`src/rtl/cp0_int_arbiter.sv`:
```
// cp0_int_arbiter: nested fixed-priority interrupt arbiter sitting between three raw
// interrupt lines and the CP0 exception logic; one request at a time, unwound on eret.
module cp0_int_arbiter #(
    parameter int NSRC = 3
) (
    input  logic            clk,
    input  logic            rst,
    input  logic [NSRC-1:0] intsrc,
    input  logic            ie,
    input  logic            mask_we,
    input  logic [NSRC-1:0] mask_din,
    input  logic            int_ack,
    input  logic            eret,
    output logic            int_req,
    output logic [1:0]      int_vec,
    output logic [NSRC-1:0] pending,
    output logic [NSRC-1:0] in_service,
    output logic [1:0]      level
);

    typedef enum logic [1:0] {
        ST_IDLE,
        ST_REQ,
        ST_WAIT
    } state_t;

    state_t          state;
    state_t          state_next;
    logic [NSRC-1:0] sync1;
    logic [NSRC-1:0] sync2;
    logic [NSRC-1:0] sync2_d;
    logic [NSRC-1:0] mask;
    logic [NSRC-1:0] rise;
    logic [NSRC-1:0] allowed;
    logic [NSRC-1:0] elig;
    logic [NSRC-1:0] pending_next;
    logic [NSRC-1:0] in_service_next;
    logic [1:0]      pick;
    logic [1:0]      top_svc;
    logic [1:0]      vec_next;
    logic [1:0]      level_next;
    logic            req_next;
    logic            ack_take;

    assign rise = sync2 & ~sync2_d;

    // A source may pre-empt only if it ranks strictly above every active handler.
    always_comb begin
        // NOTE: every combinational output gets a default first, so no path can infer a latch.
        allowed = '1;
        top_svc = '0;
        for (int i = 0; i < NSRC; i++) begin
            if (in_service[i]) begin
                top_svc = 2'(i);
                for (int j = 0; j < NSRC; j++) begin
                    if (j <= i) allowed[j] = 1'b0;
                end
            end
        end
    end

    assign elig = pending & mask & allowed;

    // Ascending scan: the last eligible index seen is the highest priority one.
    always_comb begin
        pick = '0;
        for (int i = 0; i < NSRC; i++) begin
            if (elig[i]) pick = 2'(i);
        end
    end

    always_comb begin
        state_next = state;
        req_next   = 1'b0;
        vec_next   = int_vec;
        ack_take   = 1'b0;
        case (state)
            ST_IDLE: begin
                if (ie && (|elig)) begin
                    state_next = ST_REQ;
                    req_next   = 1'b1;
                    vec_next   = pick;
                end
            end
            ST_REQ: begin
                if (int_ack) begin
                    ack_take   = 1'b1;
                    state_next = ST_WAIT;
                end else if (!ie || !mask[int_vec]) begin
                    state_next = ST_IDLE;
                end else begin
                    req_next = 1'b1;
                end
            end
            ST_WAIT: state_next = ST_IDLE;
            default: state_next = ST_IDLE;
        endcase
    end

    // eret retires the innermost handler before a same-cycle ack opens a new one,
    // and a fresh edge re-arms a source even as its ack clears it.
    always_comb begin
        in_service_next = in_service;
        if (eret && (|in_service)) in_service_next[top_svc] = 1'b0;
        if (ack_take) in_service_next[int_vec] = 1'b1;

        pending_next = pending;
        if (ack_take) pending_next[int_vec] = 1'b0;
        pending_next = pending_next | rise;

        level_next = '0;
        for (int i = 0; i < NSRC; i++) begin
            level_next = level_next + 2'(in_service_next[i]);
        end
    end

    always_ff @(posedge clk or negedge rst) begin
        // NOTE: sequential state uses non-blocking assignments so every flop samples pre-edge values.
        if (!rst) begin
            state      <= ST_IDLE;
            sync1      <= '0;
            sync2      <= '0;
            sync2_d    <= '0;
            mask       <= '1;
            pending    <= '0;
            in_service <= '0;
            level      <= '0;
            int_req    <= 1'b0;
            int_vec    <= '0;
        end else begin
            state      <= state_next;
            sync1      <= intsrc;
            sync2      <= sync1;
            sync2_d    <= sync2;
            if (mask_we) mask <= mask_din;
            pending    <= pending_next;
            in_service <= in_service_next;
            level      <= level_next;
            int_req    <= req_next;
            int_vec    <= vec_next;
        end
    end

    a_level_popcount : assert property (@(posedge clk) disable iff (!rst)
        level == 2'($countones(in_service)));

    a_req_only_in_req : assert property (@(posedge clk) disable iff (!rst)
        int_req |-> (state == ST_REQ));

endmodule

```
`config.mk`:
```
export PLATFORM = sky130hd
export DESIGN_NAME = cp0_int_arbiter
export DESIGN_NICKNAME = d
export VERILOG_FILES = /design/src/rtl/cp0_int_arbiter.sv
export SDC_FILE = /design/constraint.sdc
export NUM_CORES = 1
export LEC_CHECK = 0
export ABC_AREA = 1
export CAP_MARGIN = 25
export CORE_UTILIZATION = 30
export CTS_BUF_LIST = sky130_fd_sc_hd__clkbuf_8
export CTS_CLUSTER_SIZE = 25
export DETAILED_ROUTE_END_ITERATION = 12
export MAX_ROUTING_LAYER = met4
export SETUP_SLACK_MARGIN = 0.05
export SKIP_CTS_REPAIR_TIMING = 1
export SYNTH_ARGS = -nofsm -noshare
export SYNTH_HDL_FRONTEND = slang
export SYNTH_SLANG_ARGS = --single-unit
```
`constraint.sdc`:
```
create_clock -name clk -period 1.7 [get_ports clk]
set_input_delay 0.17 -clock clk [delete_from_list [all_inputs] [get_ports clk]]
set_output_delay 0.17 -clock clk [all_outputs]
set_load 0.005 [all_outputs]
```
==> results.txt <==
Die span in y -> 59.51 microns
Number of primary I/O pins -> 23
Final nets -> 132
Top delay family on crit path -> adder cells
Global-route wire length before repair -> 3118 microns
Cts bufs inserted -> 3
Reg area -> 629.4 sq um
Period utilization -> 0.8932
XOR/XNOR Fraction of Synth Area -> 0
Clk root buf -> clkbuf_8
Buffer depth of the longest clock path -> 2
Final hold viol count -> 0
Initial antenna violation count -> 0
DPL Wire Length -> 1367 microns
Compound-cell area share of the yosys netlist -> 0.04288
Final Util -> 0.4270
Area of the multi-input gates -> 295.3 sq um
ANT nets after route -> 0
Synth area leader -> dfrtp_1
Largest family of logic cells by synthesized area -> simple AND/OR/NAND/NOR gates
Synth top area cells -> dfrtp_1 (55%), dfstp_2 (7.9%), inv_1 (6.1%)
Worst skew pair latency -> 260 ps
Clock skew -> 1.634 ps
Power Internal -> 1.190 mW
Top cell type's share of synthesized area -> 0.5549
Mapped Area -> 992.2 sq um
Initial core utilization -> 0.3198
RD Place Congestion -> 0.8113
WS Path Type -> flip-flop to flip-flop
Crit-path slowest cell -> fa_1
Iter 0 DRT Violations -> 10
Synth Area in Simple Gates -> 0.2005
Core area -> 3103 sq um
Fill count -> 308
Final min period -> 1518 ps
Clock power frac -> 0.201
Syn avg cell area -> 10.90 sq um
Max Clk Rate -> 658.6 MHz
PD cells -> 1340 nW/um^2
Fin. max-slew vios -> 0
Placed cells -> 158
GRT Util Overall -> 0.1222
Switching pwr -> 0.5847 mW
Gate power share -> 0.338
Sw frac -> 0.3294
Hold Path Class -> input pin to async pin
Seq cells post-synth -> 25
Yosys cell types -> 18
# rows -> 20
Chip width -> 59.51 microns
Area growth syn-to-layout -> 33.54%
Vias in the first global route -> 740
Worst setup SP type -> flip-flop
Num Clock Sinks -> 25
Final setup viols -> 0
Status -> finished clean
Peak VDD IR -> 0.6258 mV
CP Max Fanout -> 5
Post-Synthesis Cells -> 91
Vias/cell -> 4.074
Lkg Pwr -> 0.6436 nW
Antenna cells -> 0
Max Cap Viol -> 0
Total negative setup slack -> 0 ps
Seq pwr share -> 0.462
Reg clk slew, reported paths -> 90 ps
Synth Area in Adders -> 0.02018
Overall power -> 1.775 mW
Total global routing overflow -> 0
First-pass iteration count of the detailed router -> 2
Die ar. -> 3541 sq um
Worst setup margin -> 181.5 ps
Relative slew slack -> 0.7944
Syn. warnings -> 0
Crit end category -> flip-flop
CP required -> 1860 ps
IO buf count -> 22
Non-filler instance count after layout -> 162
Commonest cells after routing, fill and taps aside -> dfrtp_1 (22), clkdlybuf4s50_1 (22), inv_1 (16), nand2_1 (12), nand3_1 (8)
Actual slew at the worst max-slew pin -> 308.4 ps
Share of post-route cells with drive strength above 1 -> 0.2203
Post-synthesis mux area share -> 0.03405
Total number of vias -> 660
RSZ-0062 raised after global routing -> false
TritonCTS clock tree -> built
Slowest stage delay, CP -> 540 ps
Dpl ws -> 45.37 ps
Critical Path AT -> 1680 ps
H-Tree Depth -> 1
Syn_nets -> 104
DRC Markers -> 0
Sequential area share after synthesis -> 0.6343
Largest net degree at the start of global routing -> 26
Cells along the critical path -> inv_1 -> nand2_1 -> nor2_2 -> nor2_2 -> fa_1 -> inv_1
Wire length per cell -> 10.77 microns
Worst path buffer plus inverter count -> 2
Routed WL -> 1745 microns
==> cells in the mapped netlist <==
cell type  instances
nand3_1            8
a21oi_1            1
nand3_2            2
dfrtp_1           22
nand2_2            1
nand2_4            1
dfstp_2            3
nor3_2             1
inv_1             16
o21ai_1            6
nor2_2             7
mux2_2             3
fa_1               1
nor2_1             3
inv_2              2
nor2_4             1
a21boi_0           1
nand2_1           12
==> logic make-up (layout without fill, tap and decap cells) <==
kind of cell	after synthesis	in the layout
AOI/OAI and AO/OA	8	8
adders and majority gates	1	1
buffers and inverters	18	45
DFF	25	25
muxes	3	3
and+or+nand+nor	36	36
==> power by group through the flow <==
stage / Clock (mW) / Sequential [mW] / Combinational [mW]
finish: 0.356 / 0.819 / 0.600
global route: 0.398 / 0.833 / 0.675
CTS: 0.380 / 0.821 / 0.607
floorplan: 0 / 0.819 / 0.320
detailed placement: 0 / 0.832 / 0.604
global placement: 0 / 0.828 / 0.585
==> final timing paths <==
path                                         from                      end  slack [ps]  cells after the start
setup / recovery           int_vec[1]$_DFFE_PN0P_       level[0]$_DFF_PN0_         180                      6
hold / removal                                rst  in_service[2]$_DFF_PN0_         260                      2
setup reg to reg           int_vec[1]$_DFFE_PN0P_       level[0]$_DFF_PN0_         180                      6
hold reg to reg                sync1[1]$_DFF_PN0_       sync2[1]$_DFF_PN0_         360                      0
max in group asynchronous                     rst      mask[0]$_DFFE_PN1P_        1160                      2
min in group clk                        intsrc[2]       sync1[2]$_DFF_PN0_         330                      1
==> registers in the layout, indices dropped and copies added (netlist names) <==
name / count
sync2: 3
pending: 3
level: 2
state: 2
sync1: 3
sync2_d: 3
in_service: 3
mask: 3
int_vec: 2
int_req: 1
==> metal layers <==
layer | GRT usage | routed length [microns]
met4 | 0.009967 | 0
met3 | 0.03930 | 48
met1 | 0.1403 | 762
met5 | - | 0
met2 | 0.2167 | 934
==> worst register-to-register path: cells and delay by family, from the launching register on <==
kind | cells | cell delay, ps
adder cells (fa/ha/maj) | 1 | 540
flip-flops | 1 | 430
AND/OR/NAND/NOR | 3 | 280
buffers and inverters | 2 | 180
==> metrics by stage <==
| stage | hold WS [ps] | instance area [sq um] |
|---|---|---|
| after detailed placement | 338.7 | 1275 |
| after global placement | 333.1 | 1275 |
| after floorplan | -125.6 | 992.2 |
| final | 255.5 | 1325 |
| after CTS | 258.0 | 1325 |
| after global routing | 286.3 | 1325 |
==> layout make-up <==
| class | count | area share |
|---|---|---|
| clock buffers | 3 | 0.03116 |
| clock inverters | 1 | 0.006610 |
| inverters | 18 | 0.05099 |
| multi-input cells | 48 | 0.2229 |
| flip-flops and latches | 25 | 0.4750 |
| well taps | 44 | 0.04155 |
| repair buffers | 23 | 0.1719 |
(Power assumes the default switching activity.)
